===== config.mk =====
export PLATFORM = sky130hd
export DESIGN_NAME = dp_ram_stream_rd
export DESIGN_NICKNAME = d
export VERILOG_FILES = /design/src/rtl/dp_ram_stream_rd_pkg.sv /design/src/rtl/rd_skid_buf.sv /design/src/rtl/dp_ram_stream_rd.sv
export VERILOG_INCLUDE_DIRS = /design/src /design/src/rtl
export SDC_FILE = /design/constraint.sdc
export NUM_CORES = 1
export LEC_CHECK = 0
export CORE_MARGIN = 4
export CORE_UTILIZATION = 35
export CTS_BUF_LIST = sky130_fd_sc_hd__clkbuf_2 sky130_fd_sc_hd__clkbuf_4 sky130_fd_sc_hd__clkbuf_8
export CTS_CLUSTER_DIAMETER = 100
export DETAILED_ROUTE_END_ITERATION = 12
export PLACE_DENSITY = 0.56
export SETUP_SLACK_MARGIN = 0.05
export SYNTH_ARGS = -nofsm -noshare
export SYNTH_HDL_FRONTEND = slang
export SYNTH_HIERARCHICAL = 1
export SYNTH_SLANG_ARGS = --single-unit

===== constraint.sdc =====
create_clock -name clk -period 2.7 [get_ports clk]
set_input_delay 0.27 -clock clk [delete_from_list [all_inputs] [get_ports clk]]
set_output_delay 0.27 -clock clk [all_outputs]
set_load 0.005 [all_outputs]

===== src/rtl/dp_ram_master_states.svh =====
// State encodings shared by every dp_ram master (stream reader, stream writer, ...).
// Included inside a package so each master can build its own state enum on top.
`ifndef DP_RAM_MASTER_STATES_SVH
`define DP_RAM_MASTER_STATES_SVH

localparam logic [1:0] ST_IDLE  = 2'd0;
localparam logic [1:0] ST_RUN   = 2'd1;
localparam logic [1:0] ST_DRAIN = 2'd2;
localparam logic [1:0] ST_DONE  = 2'd3;

`endif


===== src/rtl/dp_ram_stream_rd_pkg.sv =====
// Types and constants for the dp_ram stream reader.
package dp_ram_stream_rd_pkg;

  `include "dp_ram_master_states.svh"

  typedef enum logic [1:0] {
    S_IDLE  = ST_IDLE,
    S_RUN   = ST_RUN,
    S_DRAIN = ST_DRAIN,
    S_DONE  = ST_DONE
  } state_t;

  // Return buffer depth; the issue credit limit equals this value.
  localparam int unsigned buf_depth = 2;

endpackage


===== src/rtl/rd_skid_buf.sv =====
// Two-entry FIFO that absorbs read data returning from the RAM while the
// consumer stalls. The head entry is presented combinationally.
module rd_skid_buf #(
  parameter int data_wd = 32
) (
  input  logic               clk,
  input  logic               rst_n,
  input  logic               push,
  input  logic [data_wd-1:0] push_data,
  input  logic               pop,
  output logic [1:0]         count,
  output logic [data_wd-1:0] head
);

  logic [data_wd-1:0] mem [2];
  logic               wr_ptr;
  logic               rd_ptr;
  logic               do_pop;
  logic               do_push;

  // A pop on an empty buffer is dropped; a push into a full buffer is only
  // taken when the head leaves in the same cycle.
  assign do_pop  = pop && (count != 2'd0);
  assign do_push = push && ((count != 2'd2) || do_pop);
  assign head    = mem[rd_ptr];

  // Storage, pointers and occupancy update.
  // NOTE: sequential state uses non-blocking (<=) so every register samples
  // pre-edge values regardless of statement order.
  always_ff @(posedge clk or negedge rst_n) begin
    if (!rst_n) begin
      // NOTE: the storage is reset too, because head drives a port whose
      // reset value must read as zero.
      for (int i = 0; i < 2; i++) mem[i] <= '0;
      wr_ptr <= 1'b0;
      rd_ptr <= 1'b0;
      count  <= 2'd0;
    end else begin
      if (do_push) begin
        mem[wr_ptr] <= push_data;
        wr_ptr      <= ~wr_ptr;
      end
      if (do_pop) rd_ptr <= ~rd_ptr;
      case ({do_push, do_pop})
        2'b10:   count <= count + 2'd1;
        2'b01:   count <= count - 2'd1;
        default: count <= count;
      endcase
    end
  end

endmodule


===== src/rtl/dp_ram_stream_rd.sv =====
// Read-side master for dp_ram: reads `len` words starting at base_add and
// streams them out with valid/ready, hiding the RAM's 1-cycle read latency.
module dp_ram_stream_rd
  import dp_ram_stream_rd_pkg::*;
#(
  parameter int add_wd  = 4,
  parameter int data_wd = 32,
  parameter int depth   = 16
) (
  input  logic               clk,
  input  logic               rst_n,
  input  logic               start,
  input  logic [add_wd-1:0]  base_add,
  input  logic [add_wd:0]    len,
  output logic               busy,
  output logic               done,
  output logic               ram_cs,
  output logic               ram_rd,
  output logic [add_wd-1:0]  ram_rd_add,
  input  logic [data_wd-1:0] ram_rd_data,
  output logic               out_valid,
  output logic [data_wd-1:0] out_data,
  input  logic               out_ready
);

  localparam logic [add_wd-1:0] last_add = add_wd'(depth - 1);
  localparam logic [1:0]        credits  = 2'(buf_depth);

  state_t              state;
  logic [add_wd-1:0]   addr;
  logic [add_wd:0]     remaining;
  logic                in_flight;
  logic [1:0]          buf_count;
  logic [1:0]          occ;
  logic                pop;
  logic                issue;

  // Words owed to the buffer: already stored plus the one still in the RAM.
  assign occ       = buf_count + {1'b0, in_flight};
  assign out_valid = (buf_count != 2'd0);
  assign pop       = out_valid && out_ready;

  // A read may issue while a buffer slot is guaranteed free at return time;
  // when full, a head leaving this cycle frees the slot.
  assign issue = (state == S_RUN) &&
                 ((occ < credits) || ((occ == credits) && pop));

  assign ram_cs     = issue;
  assign ram_rd     = issue;
  assign ram_rd_add = addr;

  // Marks that ram_rd_data holds a word to capture at the next edge.
  always_ff @(posedge clk or negedge rst_n) begin
    if (!rst_n) in_flight <= 1'b0;
    else        in_flight <= issue;
  end

  // Transfer FSM with address/remaining counters and registered busy/done.
  always_ff @(posedge clk or negedge rst_n) begin
    if (!rst_n) begin
      state     <= S_IDLE;
      addr      <= '0;
      remaining <= '0;
      busy      <= 1'b0;
      done      <= 1'b0;
    end else begin
      done <= 1'b0;
      case (state)
        S_IDLE: begin
          if (start) begin
            addr      <= base_add;
            remaining <= len;
            if (len != '0) begin
              state <= S_RUN;
              busy  <= 1'b1;
            end else begin
              state <= S_DONE;
              done  <= 1'b1;
            end
          end
        end
        S_RUN: begin
          if (issue) begin
            addr      <= (addr == last_add) ? '0 : addr + 1'b1;
            remaining <= remaining - 1'b1;
            if (remaining == (add_wd+1)'(1)) state <= S_DRAIN;
          end
        end
        S_DRAIN: begin
          // Finish on the edge that retires the final word.
          if (!in_flight && ((buf_count == 2'd0) || ((buf_count == 2'd1) && pop))) begin
            state <= S_DONE;
            busy  <= 1'b0;
            done  <= 1'b1;
          end
        end
        S_DONE: begin
          state <= S_IDLE;
        end
        default: begin
          state <= S_IDLE;
          busy  <= 1'b0;
        end
      endcase
    end
  end

  rd_skid_buf #(
    .data_wd (data_wd)
  ) u_buf (
    .clk       (clk),
    .rst_n     (rst_n),
    .push      (in_flight),
    .push_data (ram_rd_data),
    .pop       (pop),
    .count     (buf_count),
    .head      (out_data)
  );

endmodule


# Word-level counts from Yosys, hierarchy flattened
# Index checks and enable logic that the tools add are counted.
# word_totals
ff_bits	82
ram_bits	0
output_inout_bits	41
memories	0
in_bits	45
rom_bits	0
latch_bits	0
# op_classes
addsub	5
bitwise	4
order_cmp	4
n_eq_ne	15
n_reduce_logical	22
shifts	0
n_div	0
n_mul	0
n_mux	28
# op_table
op	n
32-bit two-way mux	4
64-bit bitwise mux	1
32-bit demux with 1-bit select	1
4-bit two-way mux	3
2-bit two-way mux	5
5-bit two-way mux	2
2-bit != test (second input constant)	5
5-bit case mux with 2 select lines	1
2-bit == test (second input constant)	4
1-bit logical AND	8
2-bit case mux with 4 select lines	1
4-bit case mux with 2 select lines	1
4-bit AND reduction	2
2-bit nonzero test	4
2-bit by 1-bit == test with 1-bit output (second input constant)	3
1-bit two-way mux	6
5-bit by 1-bit == test with 1-bit output (second input constant)	1
5-bit nonzero test	1
5-bit by 1-bit subtractor with 5-bit output (second input constant)	1
4-bit by 1-bit adder with 4-bit output (second input constant)	1
4-bit == test (second input constant)	1
2-bit >= comparator (second input constant)	2
2-bit logical NOT	2
1-bit NOT with 2-bit output	2
12 further kinds	16

# Logic depth before layout (Yosys ltp)
# Gate-level depths: netlist of the first run.
# logic_depth
depth_word	7
depth_mapped	8

# By module
# The synthesis of the first run kept the hierarchy.
# modules_own_cells
mod	instances	cells_each	area_per_inst_um2
rd_skid_buf	1	187	3027.9
dp_ram_stream_rd	1	103	977.2

# Least setup slack after synthesis of the first run
# Ideal clock, no wire load.
# synth_path
path_type	reg-to-reg
start	register u_buf.count[0]
end	register u_buf.count[1]
arrival_ps	1920
required_time_ps	2621
setup_slack_ps	701
period_less_slack_ps	1999
setup_time_ps	79
stages_incl_launch_ff	8
cell_sequence	dfrtp_1 or2_2 and2_1 nor3b_4 nand2b_1 ha_1 nor2_1 xor2_1
# synth_between
elab_chain_len	7
# synth_rtl
element	line	source
start, declared	rd_skid_buf.sv:11	output logic [1:0] count,
start signal, assigned	rd_skid_buf.sv:45	2'b10: count <= count + 2'd1;
start signal, assigned	rd_skid_buf.sv:46	2'b01: count <= count - 2'd1;
start signal, assigned	rd_skid_buf.sv:47	default: count <= count;
2-bit nonzero test *	dp_ram_stream_rd.sv:40	assign out_valid = (buf_count != 2'd0);
named net out_valid	dp_ram_stream_rd.sv:21	output logic out_valid,
1-bit logical AND *	dp_ram_stream_rd.sv:41	assign pop = out_valid && out_ready;
named net pop	dp_ram_stream_rd.sv:35	logic pop;
1-bit logical AND *	rd_skid_buf.sv:23	assign do_pop = pop && (count != 2'd0);
1-bit logical OR	rd_skid_buf.sv:24	assign do_push = push && ((count != 2'd2) || do_pop);
1-bit logical AND	rd_skid_buf.sv:24	
2-bit by 1-bit == test with 1-bit output / 2-bit == test (equally long branches)	rd_skid_buf.sv:44	case ({do_push, do_pop})
2-bit case mux with 2 select lines / 2-bit nonzero test (equally long branches)	-	
# The timed path passes the listed nets; every way through them passes the cells marked *.
# A chain may end at the register's enable or synchronous reset.

# Final worst setup path of the first run
# layout_path
start	register u_buf.count[0]
end	output ram_cs
# layout_between
elab_chain_len	5
# layout_rtl
element	line	source
2-bit by 1-bit adder with 2-bit output / 2-bit nonzero test (equally long branches)	dp_ram_stream_rd.sv:39, dp_ram_stream_rd.sv:40	
2-bit == test / 1-bit logical AND (equally long branches)	dp_ram_stream_rd.sv:46, dp_ram_stream_rd.sv:41	
1-bit logical AND	dp_ram_stream_rd.sv:46	((occ < credits) || ((occ == credits) && pop));
1-bit logical OR *	dp_ram_stream_rd.sv:46	
1-bit logical AND *	dp_ram_stream_rd.sv:45	assign issue = (state == S_RUN) &&
end, declared	dp_ram_stream_rd.sv:17	output logic ram_cs,
# Every way passes the cells marked *; elsewhere a longest branch is shown, timed or not.

==> flow_summary.ini, run 1 <==
[detailed_routing]
drt_iter0_markers = 77
ant_nets = 0
viasPerCell = 4.90
dr.pass1.iters = 4
drc = 0
post_drt_wl_per_cell_um = 15.4
routed_wl_um = 8130
vias = 2585

[timing]
fmax_mhz = 401
slew_headroom_pct = 69.5
clock_skew_ns = 0.0127
min_period_ns = 2.49
setup_viol = 0
fin_worst_hold_slack_ns = 0.496
post-route-period-util_pct = 92.4
tightest_slew_ns = 0.457
tns_ns = 0
rsz0062_at_grt = no
hold_viol_final = 0
drv_slew = 0

[synthesis]
synth_edf_count = 0
ys_seq_area_share_pct = 51.2
ys_async_sr_fraction_pct = 100
synth.avg_cell_area_sq_um = 13.8
synthFlopType = dfrtp_1
yosysWarnings = 6
synth_cell_types = 46
synth_nets = 344
synth-seq-cells = 82
syn_inst = 290
syn_area_sq_um = 4010

[clock_tree]
root_buffer = clkbuf_8
cts_sinks = 82
clk_path_buf_depth = 2
insertion_delay_ns = 0.35
clk_pin_slew_ns = 0.09
htreeDepth = 3
numCtsBuffers = 9
cts_setup_buffers = 0
cts_tree = yes

[run]
max-cap-violations = 0

[global_routing]
grt_usage_pct = 12.9
grt_pass1_wl_um = 13600
met2_usage_pct = 19.8
use_met1_pct = 17.6
gr-total-overflow = 0
grt_pass1_vias = 2753
busiest_layer = met2
antenna_found_initial = 0
grt_max_degree = 83
use_met3_pct = 4.63

[final_layout]
fin_util_pct = 47.5
nets = 437
drive_above_1_share_pct = 35.3
syn2layout_area_growth_pct = 30.8
final_cell_mix = 86 x mux2_2, 84 x clkdlybuf4s50_1, 81 x dfrtp_1
final_common_cell = mux2_2
n_antenna_cell = 0

[die]
placementRows = 38
ioPinCount = 86
start_util_pct = 36.3
core_area_sq_um = 11000
die-area_sq_um = 13200
die_w_um = 115
die_height_um = 115

[status]
outcome = complete, no violations

[hold_path]
hold_class = input port to asynchronous set/reset pin

[critical_path]
worstPathRequired_ns = 2.43
crit_chain = ha_1 -> nand3b_1 -> a22oi_2 -> and2_4 -> clkdlybuf4s50_1
crit_family = buffers and inverters
cp_max_fo = 8
cp-start-kind = register
crit_buf_inv = 1
cp_slowest_stage_delay_ns = 0.50
endpoint_kind = output port
slowest_stage = clkdlybuf4s50_1
arrival_ns = 2.22
critical_path_class = register to output port

[power_and_ir_drop]
p_leak_uw = 0.00212
power_density_nw_per_um2 = 1220
peakVddDrop_mv = 0.538

[placed_design]
routabilityCongestion = 0.780
io_buffer_count = 85
dp_hpwl_um = 5510
[cells in the mapped netlist, types with 2 or more instances]
cell      count  area [sq um]
inv_1         6          22.5
mux2_4       10           150
a311oi_1      4          35.0
nand2b_1      5          31.3
o21ai_0       3          15.0
nor3b_1       2          15.0
dfrtp_1      82          2050
nor2_1        4          15.0
a31oi_1       7          43.8
mux2_2       86           968
a21oi_1       5          25.0
buf_4         2          15.0
nand3_1       4          20.0
buf_2         4          20.0
nor3_1        5          25.0
and2_1        2          12.5
clkbuf_1      2          7.51
nand2_1       6          22.5
xor2_1        2          17.5
ha_1          9           113
nor3b_4       2          37.5
xnor2_1       3          26.3
buf_6         6          67.6
nor2b_1       3          18.8
o21ai_1       2          10.0
mux2i_1       4          40.0
[tightest hold or removal path, cell delays in order]
cell and delay, ns:
dlygate4sd3_1 0.53, buf_4 0.11, buf_12 0.35
[per-stage QoR]
stage / worst slack, ns / total power (uW) / instance area [sq um] / instances
6_report: 0.205 / 6390 / 5240 / 528
5_1_grt: 0.0543 / 6930 / 5240 / 528
4_1_cts: 0.0687 / 6490 / 5230 / 528
3_5_place_dp: 0.499 / 5620 / 5040 / 511
3_3_place_gp: 0.510 / 5580 / 5040 / 511
2_1_floorplan: 0.701 / 4230 / 4010 / 290
[flip-flops by register name, summed over array words and instances (netlist names)]
register and count:
u_buf/mem 64, busy 1, u_buf/wr_ptr 1, u_buf/count 2
done 1, in_flight 1, u_buf/rd_ptr 1, state 2
ram_rd_add 4, remaining 5
[what timing repair did]
action,in CTS,in global routing
endpoints found under the setup margin,0,2
resized for setup,0,3
hold buffers,1,0
hold endpoints to repair,82,0
[routing by layer]
| layer | up-vias | wire [um] |
|---|---|---|
| met5 | - | 0 |
| li1 | 1237 | - |
| met2 | 76 | 3510 |
| met4 | 0 | 67 |
| met1 | 1266 | 4060 |
| met3 | 6 | 491 |
[where the power goes]
group | internal, uW | switching [uW]
Combinational | 2130 | 1210
Sequential | 1860 | 377
Clock | 375 | 446
Total | 4360 | 2030
[final timing paths]
check	from	end	slack (ns)	cells past startpoint
min in group clk	u_buf/mem[32]$_DFFE_PN0P_	u_buf/mem[32]$_DFFE_PN0P_	0.50	1
max	u_buf/count[0]$_DFFE_PN0P_	ram_cs	0.21	5
max reg2reg	u_buf/count[0]$_DFFE_PN0P_	u_buf/count[1]$_DFFE_PN0P_	0.59	7
min	rst_n	u_buf/mem[50]$_DFFE_PN0P_	0.50	3
min reg2reg	u_buf/mem[32]$_DFFE_PN0P_	u_buf/mem[32]$_DFFE_PN0P_	0.50	1
max in group asynchronous	rst_n	u_buf/count[0]$_DFFE_PN0P_	1.85	3
[final cells by class]
class	count	area, sq um
flip-flops and latches	82	2050
multi-input cells	187	1830
clock buffers	11	145
clock inverters	5	38.8
repair buffers	96	971
fillers	1064	5790
well taps	140	175
inverters	7	26.3
[cells by family (layout without fill, tap and decap cells)]
kind of cell | after synthesis | after routing | synth area share [%]
adders and majority gates | 9 | 9 | 2.81
AOI/OAI and AO/OA | 32 | 32 | 5.78
muxes | 101 | 101 | 29.2
DFF | 82 | 82 | 51.2
and+or+nand+nor | 40 | 40 | 6.47
xor gates and xnor gates | 5 | 5 | 1.09
buffers and inverters | 21 | 119 | 3.40
No activity file was read; power rests on OpenSTA's default activity.
==> run 2: changes to the inputs <==
--- a/config.mk
+++ b/config.mk
@@ -11,6 +11,7 @@
 export CTS_BUF_LIST = sky130_fd_sc_hd__clkbuf_2 sky130_fd_sc_hd__clkbuf_4 sky130_fd_sc_hd__clkbuf_8
 export CTS_CLUSTER_DIAMETER = 100
 export DETAILED_ROUTE_END_ITERATION = 12
+export HOLD_SLACK_MARGIN = 0.02
 export PLACE_DENSITY = 0.56
 export SETUP_SLACK_MARGIN = 0.05
 export SYNTH_ARGS = -nofsm -noshare
==> results of run 2 <==
The final DEF is identical to that of run 1; final timing and power are the same.
